--- src/rtl/rv_branch_redirect_pkg.sv ---
// Shared types and constants for the EX-stage branch redirect unit.
package rv_branch_redirect_pkg;

  typedef enum logic [1:0] {
    BR_NONE = 2'd0,
    BR_COND = 2'd1,
    BR_JAL  = 2'd2,
    BR_JALR = 2'd3
  } br_type_e;

  typedef enum logic {
    RD_IDLE = 1'b0,
    RD_REQ  = 1'b1
  } redir_state_e;

  localparam logic [31:0] PC_INC = 32'd4;

endpackage

--- src/rtl/rv_branch_target.sv ---
// Combinational branch/jump target, link value and misalignment detect.
module rv_branch_target
  import rv_branch_redirect_pkg::*;
#(
  parameter bit MISALIGN_CHK = 1'b1
) (
  input  br_type_e    br_type,
  input  logic [31:0] pc,
  input  logic [31:0] imm,
  input  logic [31:0] rs1,
  output logic [31:0] target,
  output logic [31:0] link_wdata,
  output logic        misaligned
);

  // JALR clears bit 0 of the sum; all other types are PC-relative.
  always_comb begin
    target = pc + imm;
    if (br_type == BR_JALR) begin
      target = (rs1 + imm) & ~32'h1;
    end
  end

  assign link_wdata = pc + PC_INC;
  assign misaligned = MISALIGN_CHK && target[1];

endmodule

--- src/rtl/rv_branch_redirect.sv ---
// Branch resolution FSM: issues a registered redirect to IF and flushes until accepted.
module rv_branch_redirect
  import rv_branch_redirect_pkg::*;
#(
  parameter int CNT_W        = 32,
  parameter bit MISALIGN_CHK = 1'b1
) (
  input  logic             clk,
  input  logic             rst_n,
  input  logic             ex_valid,
  input  br_type_e         br_type,
  input  logic             cmp_res,
  input  logic [31:0]      pc,
  input  logic [31:0]      imm,
  input  logic [31:0]      rs1,
  output logic [31:0]      link_wdata,
  output logic             redirect_valid,
  output logic [31:0]      redirect_pc,
  input  logic             redirect_ready,
  output logic             flush,
  output logic             exc_valid,
  output logic [31:0]      exc_tval,
  output logic [CNT_W-1:0] taken_cnt
);

  redir_state_e state;
  logic [31:0]  target;
  logic         misaligned;
  logic         taken;
  logic         resolve;

  rv_branch_target #(
    .MISALIGN_CHK(MISALIGN_CHK)
  ) u_target (
    .br_type   (br_type),
    .pc        (pc),
    .imm       (imm),
    .rs1       (rs1),
    .target    (target),
    .link_wdata(link_wdata),
    .misaligned(misaligned)
  );

  assign taken = ex_valid && ((br_type == BR_JAL) || (br_type == BR_JALR) ||
                              ((br_type == BR_COND) && cmp_res));

  // Only an IDLE unit resolves; EX contents during REQ are wrong-path.
  assign resolve = (state == RD_IDLE) && taken;
  assign flush   = (state == RD_REQ) || (resolve && !misaligned);

  always_ff @(posedge clk or negedge rst_n) begin
    if (!rst_n) begin
      state          <= RD_IDLE;
      redirect_valid <= 1'b0;
      redirect_pc    <= 32'd0;
      exc_valid      <= 1'b0;
      exc_tval       <= 32'd0;
      taken_cnt      <= '0;
    end else begin
      exc_valid <= 1'b0;
      case (state)
        RD_IDLE: begin
          if (resolve) begin
            if (misaligned) begin
              exc_valid <= 1'b1;
              exc_tval  <= target;
            end else begin
              state          <= RD_REQ;
              redirect_valid <= 1'b1;
              redirect_pc    <= target;
            end
          end
        end
        RD_REQ: begin
          if (redirect_ready) begin
            state          <= RD_IDLE;
            redirect_valid <= 1'b0;
            taken_cnt      <= taken_cnt + CNT_W'(1);
          end
        end
        default: begin
          state          <= RD_IDLE;
          redirect_valid <= 1'b0;
        end
      endcase
    end
  end

endmodule

--- config.mk ---
export PLATFORM = sky130hd
export DESIGN_NAME = rv_branch_redirect
export DESIGN_NICKNAME = d
export VERILOG_FILES = /design/src/rtl/rv_branch_redirect_pkg.sv /design/src/rtl/rv_branch_target.sv /design/src/rtl/rv_branch_redirect.sv
export SDC_FILE = /design/constraint.sdc
export NUM_CORES = 1
export LEC_CHECK = 0
export BUFFER_PORTS_ARGS = -buffer_cell sky130_fd_sc_hd__buf_2
export CAP_MARGIN = 20
export CORE_MARGIN = 3
export CORE_UTILIZATION = 55
export CTS_BUF_LIST = sky130_fd_sc_hd__clkbuf_8
export DETAILED_ROUTE_END_ITERATION = 8
export GPL_ROUTABILITY_DRIVEN = 0
export PLACE_DENSITY = 0.85
export SLEW_MARGIN = 20
export SYNTH_ARGS = -nofsm -noshare
export SYNTH_HDL_FRONTEND = slang
export SYNTH_SLANG_ARGS = --single-unit
--- constraint.sdc ---
create_clock -name clk -period 3.75 [get_ports clk]
set_input_delay 0.75 -clock clk [delete_from_list [all_inputs] [get_ports clk]]
set_output_delay 0.75 -clock clk [all_outputs]
set_load 0.05 [all_outputs]
==> results of run 1 <==
## area by class of cell
class / instances / area, um2 / share of cell area [%]
clock inverters: 5 / 30.0 / 0.316
repair buffers: 244 / 1250 / 13.2
multi-input cells: 793 / 5310 / 55.9
well taps: 180 / 225 / 2.37
flip-flops and latches: 98 / 2450 / 25.8
clock buffers: 11 / 151 / 1.59
inverters: 23 / 86.3 / 0.908
## through the flow
step                setup WS, ps  cells  util, %
finish                       129   1354     67.7
global route                51.7   1354     67.7
global placement             128   1338     66.4
detailed placement           113   1338     66.4
floorplan                   88.4    953        -
CTS                          108   1354     67.7
## path summary, 6_finish.rpt
kind                                          start                     endpoint  cells past startpoint
setup / recovery                              pc[5]               link_wdata[31]                      8
hold / removal                                rst_n   redirect_pc[0]$_DFFE_PN0P_                      1
setup reg to reg           taken_cnt[0]$_DFFE_PN0P_    taken_cnt[29]$_DFFE_PN0P_                      8
hold reg to reg             exc_tval[1]$_DFFE_PN0P_      exc_tval[1]$_DFFE_PN0P_                      1
max in group asynchronous                     rst_n  redirect_pc[22]$_DFFE_PN0P_                      2
min in group clk            exc_tval[1]$_DFFE_PN0P_      exc_tval[1]$_DFFE_PN0P_                      1
## layer usage
layer  wire length (um)  global-route usage, %  vias up
li1                   -                      -     3845
met1              10000                   38.2     3590
met2               9930                   42.9      286
met3               1540                   3.16       19
met4                255                   5.68        0
met5                  0                      0        -
## synth_stat cells, drive strengths merged (9+ instances only)
| master | count |
|---|---|
| nor2 | 59 |
| o21ai | 96 |
| nand2 | 136 |
| inv | 22 |
| a31oi | 11 |
| xor2 | 35 |
| nand4 | 23 |
| xnor2 | 70 |
| clkbuf | 31 |
| and2 | 10 |
| a21o | 40 |
| a211oi | 10 |
| nor3 | 11 |
| dfrtp | 98 |
| o21bai | 10 |
| and3 | 22 |
| a21oi | 71 |
| ha | 63 |
| mux2i | 9 |
| nand3 | 34 |
## critical path: stages
cell and delay (ps):
buf_2 120, and3_1 200, and3_1 240, nand3_2 100
or3_1 470, or4_1 580, xnor2_2 130, buf_2 270
## report_power, final
group	leakage [nW]	internal, mW	switching, mW
clock	0.0965	0.274	0.339
sequential	1.25	1.42	0.224
combinational	3.47	0.779	2.30
## registers in the layout, summed over array words and instances, names as in the netlist
signal          count
taken_cnt          32
exc_valid           1
redirect_valid      1
exc_tval           32
redirect_pc        31
state               1
## cells by family (layout without fill, tap and decap cells)
family	count (synthesis)	after routing	synth area share [%]
other	1	1	0.0468
DFF	98	98	30.6
AOI/OAI and AO/OA	286	286	23.8
muxes	12	12	1.59
buffers and inverters	62	283	3.17
xor gates and xnor gates	105	105	11.6
adders and majority gates	65	65	10.3
and+or+nand+nor	324	324	18.9
==> flow_summary_export.csv, run 1 <==
group,metric,value,unit
grt,antenna_found_initial,0,
clock_network,cts_max_path_buffers,2,
sta,setup_tns,0,ps
sta,slew_viol_final,0,
clock_network,ctsResizeCount,0,
grt,grtUsageTotal,26.4,%
cells_and_area,final_cell_mix,"buf_2 (231), nand2_1 (135), dfrtp_1 (98)",
cells_and_area,n_antenna_cell,0,
sta,finalCriticalPeriod,3620,ps
sta,max_freq,0.276,GHz
power,p_leak,4.82,nW
worst_hold_path,min_path_type,"primary input to async pin",
logic_synthesis,synth-seq-cells,98,
logic_synthesis,syn-num-nets,1121,
setup_path,crit_required,3000,ps
sta,skew,10.9,ps
route,via_count,7740,
clock_network,numClockSinks,98,
setup_path,end_kind,"output pin",
clock_network,cts_tree,"built",
logic_synthesis,synth.top_cell.area_share,30.6,%
sta,rsz0062_at_grt,"no",
setup_path,startpoint_type,"primary input",
logic_synthesis,syn_area_per_cell,8.40,um2
setup_path,critPathKind,"primary input to output pin",
route,firstDrtPassIters,5,
cells_and_area,fin_nets,1337,
cells_and_area,final_common_cell,"buf_2",
route,wirelength,21800,um
clock_network,clk_pin_slew,90,ps
clock_network,ctsHoldBuffers,0,
route,routed_via_density,5.72,
power,total_power,5.34,mW
grt,grt_pass1_wl,35400,um
route,drc,0,
setup_path,crit_path_max_fanout,4,
die,dieArea,16000,um2
cells_and_area,fin_area,9510,um2
power,power_density,561,nW/um2
sta,max-slew-margin-rel,62.8,%
die,io_pins,234,
placed_design,dpl_cell_area,9330,um2
logic_synthesis,syn_area,8010,um2
logic_synthesis,yosysUniqueCellTypes,78,
placed_design,dp_hpwl,17800,um
setup_path,r2r_setup_slack,1560,ps
route,avgRoutedWirePerCell,16.1,um
logic_synthesis,synth-seq-area-share,30.6,%
flow_run,max_cap_viol_count,0,
cells_and_area,area_growth,18.8,%
grt,overflow,0,
grt,grt_start_max_net_pins,58,
die,num_rows,43,
sta,finalHoldViolCount,0,
logic_synthesis,synth_largest_area_cell,"dfrtp_1",
route,drt_iter0_drc,549,
status,status,"finished clean",
die,core_area,14000,um2
grt,grt_pass1_vias,7333,
clock_network,cts_inserted_buffers,9,
clock_network,cts.htree.levels,3,
sta,fin_hold_ws,368,ps
setup_path,arrival,2870,ps
sta,worst_pin_slew,557,ps
die,die_w,127,um
sta,setup_viol,0,
route,ant_nets,0,
die,start_util,57.0,%
logic_synthesis,synth_ff_type,"dfrtp_1",
logic_synthesis,synth_edf_count,0,
cells_and_area,drive_gt1_share,25.0,%
die,fp.dieH,127,um
logic_synthesis,synth_cells,953,
cells_and_area,fillers,1192,
logic_synthesis,yosys_warnings,0,
clock_network,clock_latency,350,ps
sta,min_period_over_period,96.6,%
placed_design,portBuffers,232,
logic_synthesis,async_flop_share,100,%
power,ir_drop,0.000363,V
clock_network,postCtsSetupRepairBufs,0,
clock_network,ctsRootBufferMaster,"clkbuf_8",
logic_synthesis,yosys-top-cells-area,"dfrtp_1 (31%), ha_1 (9.8%), xnor2_1 (7.7%)",
Power figures use the tool's default switching activity.
==> run 2, diff against run 1 <==
- ABC_AREA: unset -> 1
- CORE_UTILIZATION: 55 -> 57
==> run 2 against run 1 <==
- clock-buffer cell count is 2 lower
- utilization is 0.27 points higher
- setup slack gained 200 ps
- non-clock buffer count shrank 6
- largest power group unchanged
- register-to-register slack better by 220 ps
- critical path type unchanged
- synthesized cell count is 71% higher
- total power grew 5.1%
==> flow_summary_export.csv, run 2 <==
group,metric,value,unit
sta,max_freq,0.293,GHz
setup_path,crit_required,3000,ps
logic_synthesis,yosysMostFrequentCell,"nand2_1",
placed_design,dpl_cell_area,11200,um2
sta,slew_viol_final,0,
route,routed_via_density,5.16,
cells_and_area,final_cell_mix,"nand2_1 (687), inv_1 (286), buf_2 (231)",
logic_synthesis,yosys_warnings,0,
logic_synthesis,synth.top_cell.area_share,26.4,%
clock_network,ctsHoldBuffers,0,
setup_path,crit_path_max_fanout,19,
die,dieArea,18700,um2
clock_network,cts.htree.levels,3,
sta,fin_hold_ws,472,ps
sta,max-slew-margin-rel,41.0,%
sta,setup_viol,0,
die,fp.dieH,137,um
logic_synthesis,synth-seq-cells,98,
die,io_pins,234,
route,drc,0,
sta,worst_pin_slew,886,ps
setup_path,rr_startpoint,"taken_cnt[0]$_DFFE_PN0P_",
power,power_density,494,nW/um2
cells_and_area,area_growth,16.3,%
logic_synthesis,synth_largest_area_cell,"nand2_1",
cells_and_area,final_common_cell,"nand2_1",
clock_network,cts_inserted_buffers,9,
placed_design,portBuffers,232,
die,start_util,58.5,%
clock_network,postCtsSetupRepairBufs,0,
placed_design,dp_hpwl,24200,um
route,ant_nets,0,
placed_design,dp_worst_setup_slack,315,ps
setup_path,critPathKind,"primary input to output pin",
clock_network,clock_latency,380,ps
logic_synthesis,syn-num-nets,1802,
grt,overflow,0,
grt,grt_pass1_wl,47100,um
setup_path,end_kind,"output pin",
route,drt_iter0_drc,932,
setup_path,reg2reg_depth,9,
cells_and_area,n_antenna_cell,0,
clock_network,clk_pin_slew,100,ps
route,via_count,10800,
logic_synthesis,synth_edf_count,0,
setup_path,startpoint_type,"primary input",
logic_synthesis,yosysUniqueCellTypes,41,
setup_path,arrival,2670,ps
sta,worst_slack,332,ps
clock_network,numClockSinks,98,
logic_synthesis,synthTopCellsByCount,"nand2_1 (687), inv_1 (286), nor2_1 (116)",
status,status,"finished clean",
logic_synthesis,synth-seq-area-share,25.1,%
power,total_power,5.61,mW
flow_run,max_cap_viol_count,0,
clock_network,ctsRootBufferMaster,"clkbuf_8",
route,wirelength,29200,um
grt,grtUsageTotal,31.2,%
grt,grt_pass1_vias,9828,
logic_synthesis,synth_ff_type,"dfrtp_1",
clock_network,ctsResizeCount,0,
logic_synthesis,syn_area,9770,um2
route,firstDrtPassIters,6,
clock_network,cts_tree,"built",
logic_synthesis,synth_cells,1634,
grt,antenna_found_initial,0,
cells_and_area,drive_gt1_share,15.7,%
setup_path,regToRegEndpoint,"taken_cnt[26]$_DFFE_PN0P_",
die,core_area,16700,um2
die,die_w,137,um
logic_synthesis,yosys-top-cells-area,"nand2_1 (26%), dfrtp_1 (25%), inv_1 (11%)",
sta,rsz0062_at_grt,"no",
cells_and_area,reg_top3,"exc_tval x32, taken_cnt x32, redirect_pc x31",
clock_network,cts_max_path_buffers,2,
logic_synthesis,async_flop_share,100,%
worst_hold_path,min_path_type,"primary input to async pin",
setup_path,r2r_setup_slack,1780,ps
sta,finalHoldViolCount,0,
power,p_leak,7.13,nW
sta,setup_tns,0,ps
cells_and_area,fin_nets,2030,
route,avgRoutedWirePerCell,14.0,um
sta,finalCriticalPeriod,3420,ps
die,num_rows,47,
grt,grt_start_max_net_pins,73,
sta,skew,11.0,ps
power,ir_drop,0.000619,V
cells_and_area,fin_area,11400,um2
logic_synthesis,syn_area_per_cell,5.98,um2
sta,min_period_over_period,91.2,%
## run 2: cell count changes after synthesis, moves of 38 or more
| cell | delta |
|---|---|
| o21ai_0 | -56 |
| nand2_1 | +551 |
| xnor2_1 | -52 |
| nand3_1 | +64 |
| nor2_1 | +57 |
| a21o_1 | -38 |
| inv_1 | +264 |
## run 2: kinds of logic (layout without fill, tap and decap cells)
logic type,Yosys count,in the layout,share of synthesized area (%)
xor gates and xnor gates,68,68,6.10
adders and majority gates,65,65,8.48
AOI/OAI and AO/OA,97,97,5.30
DFF,98,98,25.1
other,1,1,0.0384
muxes,2,2,0.205
and+or+nand+nor,989,989,42.5
buffers and inverters,314,547,12.3
## run 2: layout make-up
type,count,area [um2]
inverter,293,1100
clock buffer,9,124
tap,220,275
fill,1518,5340
timing repair buffer,238,1210
clock inverter,7,82.6
multi-input combinational,1222,6110
sequential,98,2450
## run 2: worst max path at each step
stage	to	depth (start not counted)	slack (ps)	startpoint
global route	flush	10	220	pc[0]
detailed placement	flush	10	320	pc[0]
global placement	flush	10	390	pc[0]
finish	flush	10	330	pc[0]
CTS	flush	10	310	pc[0]
floorplan	link_wdata[23]	9	410	pc[2]
## run 2: per-layer routing
layer  vias up  routed length, um  track usage, %
li1       5443                  -               -
met1      4774              12800            42.5
met2       489              12900            50.8
met3        71               2400            4.56
met4         0               1130            11.3
met5         -                  0               0
## run 2: power by group
group | leakage [nW] | switching [mW] | internal [mW]
registers | 1.23 | 0.221 | 1.42
clock network | 0.105 | 0.397 | 0.320
logic | 5.80 | 2.49 | 0.770
## run 2: per-stage QoR
step / std cells / utilization (%)
after floorplan: 1634 / -
after global placement: 2071 / 66.8
after detailed placement: 2071 / 66.8
after CTS: 2087 / 68.0
after global routing: 2087 / 68.0
final: 2087 / 68.0
## run 2: worst max-delay path: stages
cell and delay [ps]:
buf_2 90, ha_1 220, inv_1 70, fa_1 470
or2_1 110, o21ai_2 90, nor2_4 450, inv_2 80
nand2_1 80, buf_2 250
==> run 3, diff against run 2 <==
- clock period: 3.75 -> 3.4 ns (I/O delays scaled with it)
==> run 3 against run 2 <==
- sequential power is 10% higher
- routed wire length is 0.86% higher
- critical endpoint unchanged
- combinational power is 10% higher
- critical path depth stayed put
- highest routed layer unchanged
- utilization stayed put
- sequential share of layout area stayed put
- sequential cell count stayed put
- first-iteration DRC count is 6.3% lower
- cell count hardly changed
- global-route usage is 0.10 points lower
- die area stayed put
==> flow_summary_export.csv, run 3 (same netlist as run 2, synthesis figures left out) <==
group,metric,value,unit
status,status,"finished clean",
setup_path,end_kind,"output pin",
grt,overflow,0,
sta,setup_viol,0,
power,p_clk_share,12.4,%
route,routed_via_density,5.15,
die,fp.dieH,137,um
cells_and_area,regArea,2450,um2
sta,finalHoldViolCount,0,
route,drc,0,
route,via_count,10700,
setup_path,crit_path_max_fanout,19,
clock_network,cts.htree.levels,3,
power,swShare,55.3,%
sta,rsz0062_at_grt,"no",
sta,worst_pin_slew,713,ps
cells_and_area,final_cell_mix,"nand2_1 (687), inv_1 (286), buf_2 (231)",
grt,grt_start_max_net_pins,57,
power,p_comb_share,58.2,%
setup_path,critPathMostFrequentCell,"buf_2",
power,total_power,6.18,mW
die,start_util,58.5,%
clock_network,cts_inserted_buffers,9,
sta,worst_slack,161,ps
power,p_switching,3.42,mW
sta,finalCriticalPeriod,3240,ps
sta,skew,10.5,ps
power,p_seq_share,29.4,%
die,dieArea,18700,um2
cells_and_area,fillers,1545,
worst_hold_path,min_path_type,"primary input to async pin",
cells_and_area,drive_gt1_share,15.7,%
grt,grt_pass1_wl,47100,um
clock_network,cts_max_path_buffers,2,
grt,grt_pass1_vias,9770,
clock_network,clk_pin_slew,100,ps
sta,max_freq,0.309,GHz
grt,grtUsageTotal,31.1,%
cells_and_area,area_growth,16.3,%
cells_and_area,n_antenna_cell,0,
placed_design,portBuffers,232,
clock_network,cts_tree,"built",
setup_path,critPathKind,"primary input to output pin",
power,p_int,2.76,mW
route,ant_nets,0,
cells_and_area,final_common_cell,"nand2_1",
sta,setup_tns,0,ps
sta,min_period_over_period,95.3,%
power,ir_drop,0.000804,V
setup_path,slowest_delay,470,ps
flow_run,max_cap_viol_count,0,
die,core_area,16700,um2
die,io_pins,234,
clock_network,ctsRootBufferMaster,"clkbuf_8",
clock_network,clock_latency,370,ps
grt,antenna_found_initial,0,
setup_path,slowest_stage,"fa_1",
placed_design,dp_hpwl,24600,um
route,wirelength,29500,um
placed_design,dp_worst_setup_slack,135,ps
placed_design,dp.cells,2070,
cells_and_area,fin_nets,2029,
setup_path,startpoint_type,"primary input",
power,p_leak,7.13,nW
setup_path,path_delay_family,"adder cells",
route,avgRoutedWirePerCell,14.1,um
sta,slew_viol_final,0,
setup_path,crit_chain,"buf_2 -> ha_1 -> inv_1 -> fa_1 -> or2_1 -> o21ai_2 -> nor2_4 -> inv_2 -> nand2_1 -> buf_2",
power,power_density,544,nW/um2
die,num_rows,47,
route,drt_iter0_drc,873,
cells_and_area,multiInputGateArea,6110,um2
cells_and_area,stdcell_count,2086,
sta,max-slew-margin-rel,52.4,%
clock_network,numClockSinks,98,
route,firstDrtPassIters,5,
setup_path,crit_buf_inv,4,
setup_path,crit_required,2720,ps
cells_and_area,reg_top3,"exc_tval x32, taken_cnt x32, redirect_pc x31",
die,die_w,137,um
setup_path,arrival,2560,ps
==> run 3: cell types whose count changed in the layout (fill, tap and decap cells not counted), sizes merged <==
cell	before	now
buf	238	237
clkinv	2	4
clkinvlp	0	1
inv	297	294
==> run 3: final timing paths <==
| kind | start | end | slack, ps | cells past startpoint |
|---|---|---|---|---|
| setup reg to reg | taken_cnt[0]$_DFFE_PN0P_ | taken_cnt[30]$_DFFE_PN0P_ | 1360 | 10 |
| max in group asynchronous | rst_n | exc_tval[30]$_DFFE_PN0P_ | 2420 | 2 |
| hold reg to reg | exc_tval[31]$_DFFE_PN0P_ | exc_tval[31]$_DFFE_PN0P_ | 480 | 2 |
| hold / removal | rst_n | taken_cnt[7]$_DFFE_PN0P_ | 280 | 1 |
| min in group clk | exc_tval[31]$_DFFE_PN0P_ | exc_tval[31]$_DFFE_PN0P_ | 480 | 2 |
| setup / recovery | pc[0] | flush | 160 | 10 |
==> run 3: metal layers <==
| metal | track usage, % | routed length, um | vias to the layer above | part of all wire (%) |
|---|---|---|---|---|
| li1 | - | - | 5438 | - |
| met2 | 52.2 | 13700 | 436 | 46 |
| met1 | 42.2 | 12800 | 4816 | 43 |
| met5 | 0 | 0 | - | 0 |
| met4 | 9.09 | 867 | 0 | 2.9 |
| met3 | 4.12 | 2150 | 58 | 7.3 |
==> run 3: final cells by class <==
cell class	instances	share of cell area (%)
Clock buffer	9	1.09
Timing Repair Buffer	237	10.7
Tap cell	220	2.42
Sequential cell	98	21.6
Multi-Input combinational cell	1222	53.8
Inverter	293	9.68
Clock inverter	7	0.683
==> run 3: repair_timing <==
action	in CTS	in global routing
endpoints found under the setup margin	0	1
hold buffers	0	0
buffers inserted	0	0
gates resized for setup	0	0
==> run 3: per-stage QoR <==
step	hold slack, ps	utilization, %	instance area (um2)
floorplan	384	-	9770
global placement	450	66.8	11200
detailed placement	453	66.8	11200
CTS	293	68.0	11400
global route	306	68.0	11400
finish	284	68.0	11400
==> run 3: power by group through the flow <==
stage	clock (mW)	combinational [mW]	sequential (mW)
floorplan	0	1.24	3.19
global placement	0	3.52	1.82
detailed placement	0	3.59	1.83
CTS	0.777	3.60	1.81
global route	0.826	3.87	1.86
finish	0.764	3.60	1.81
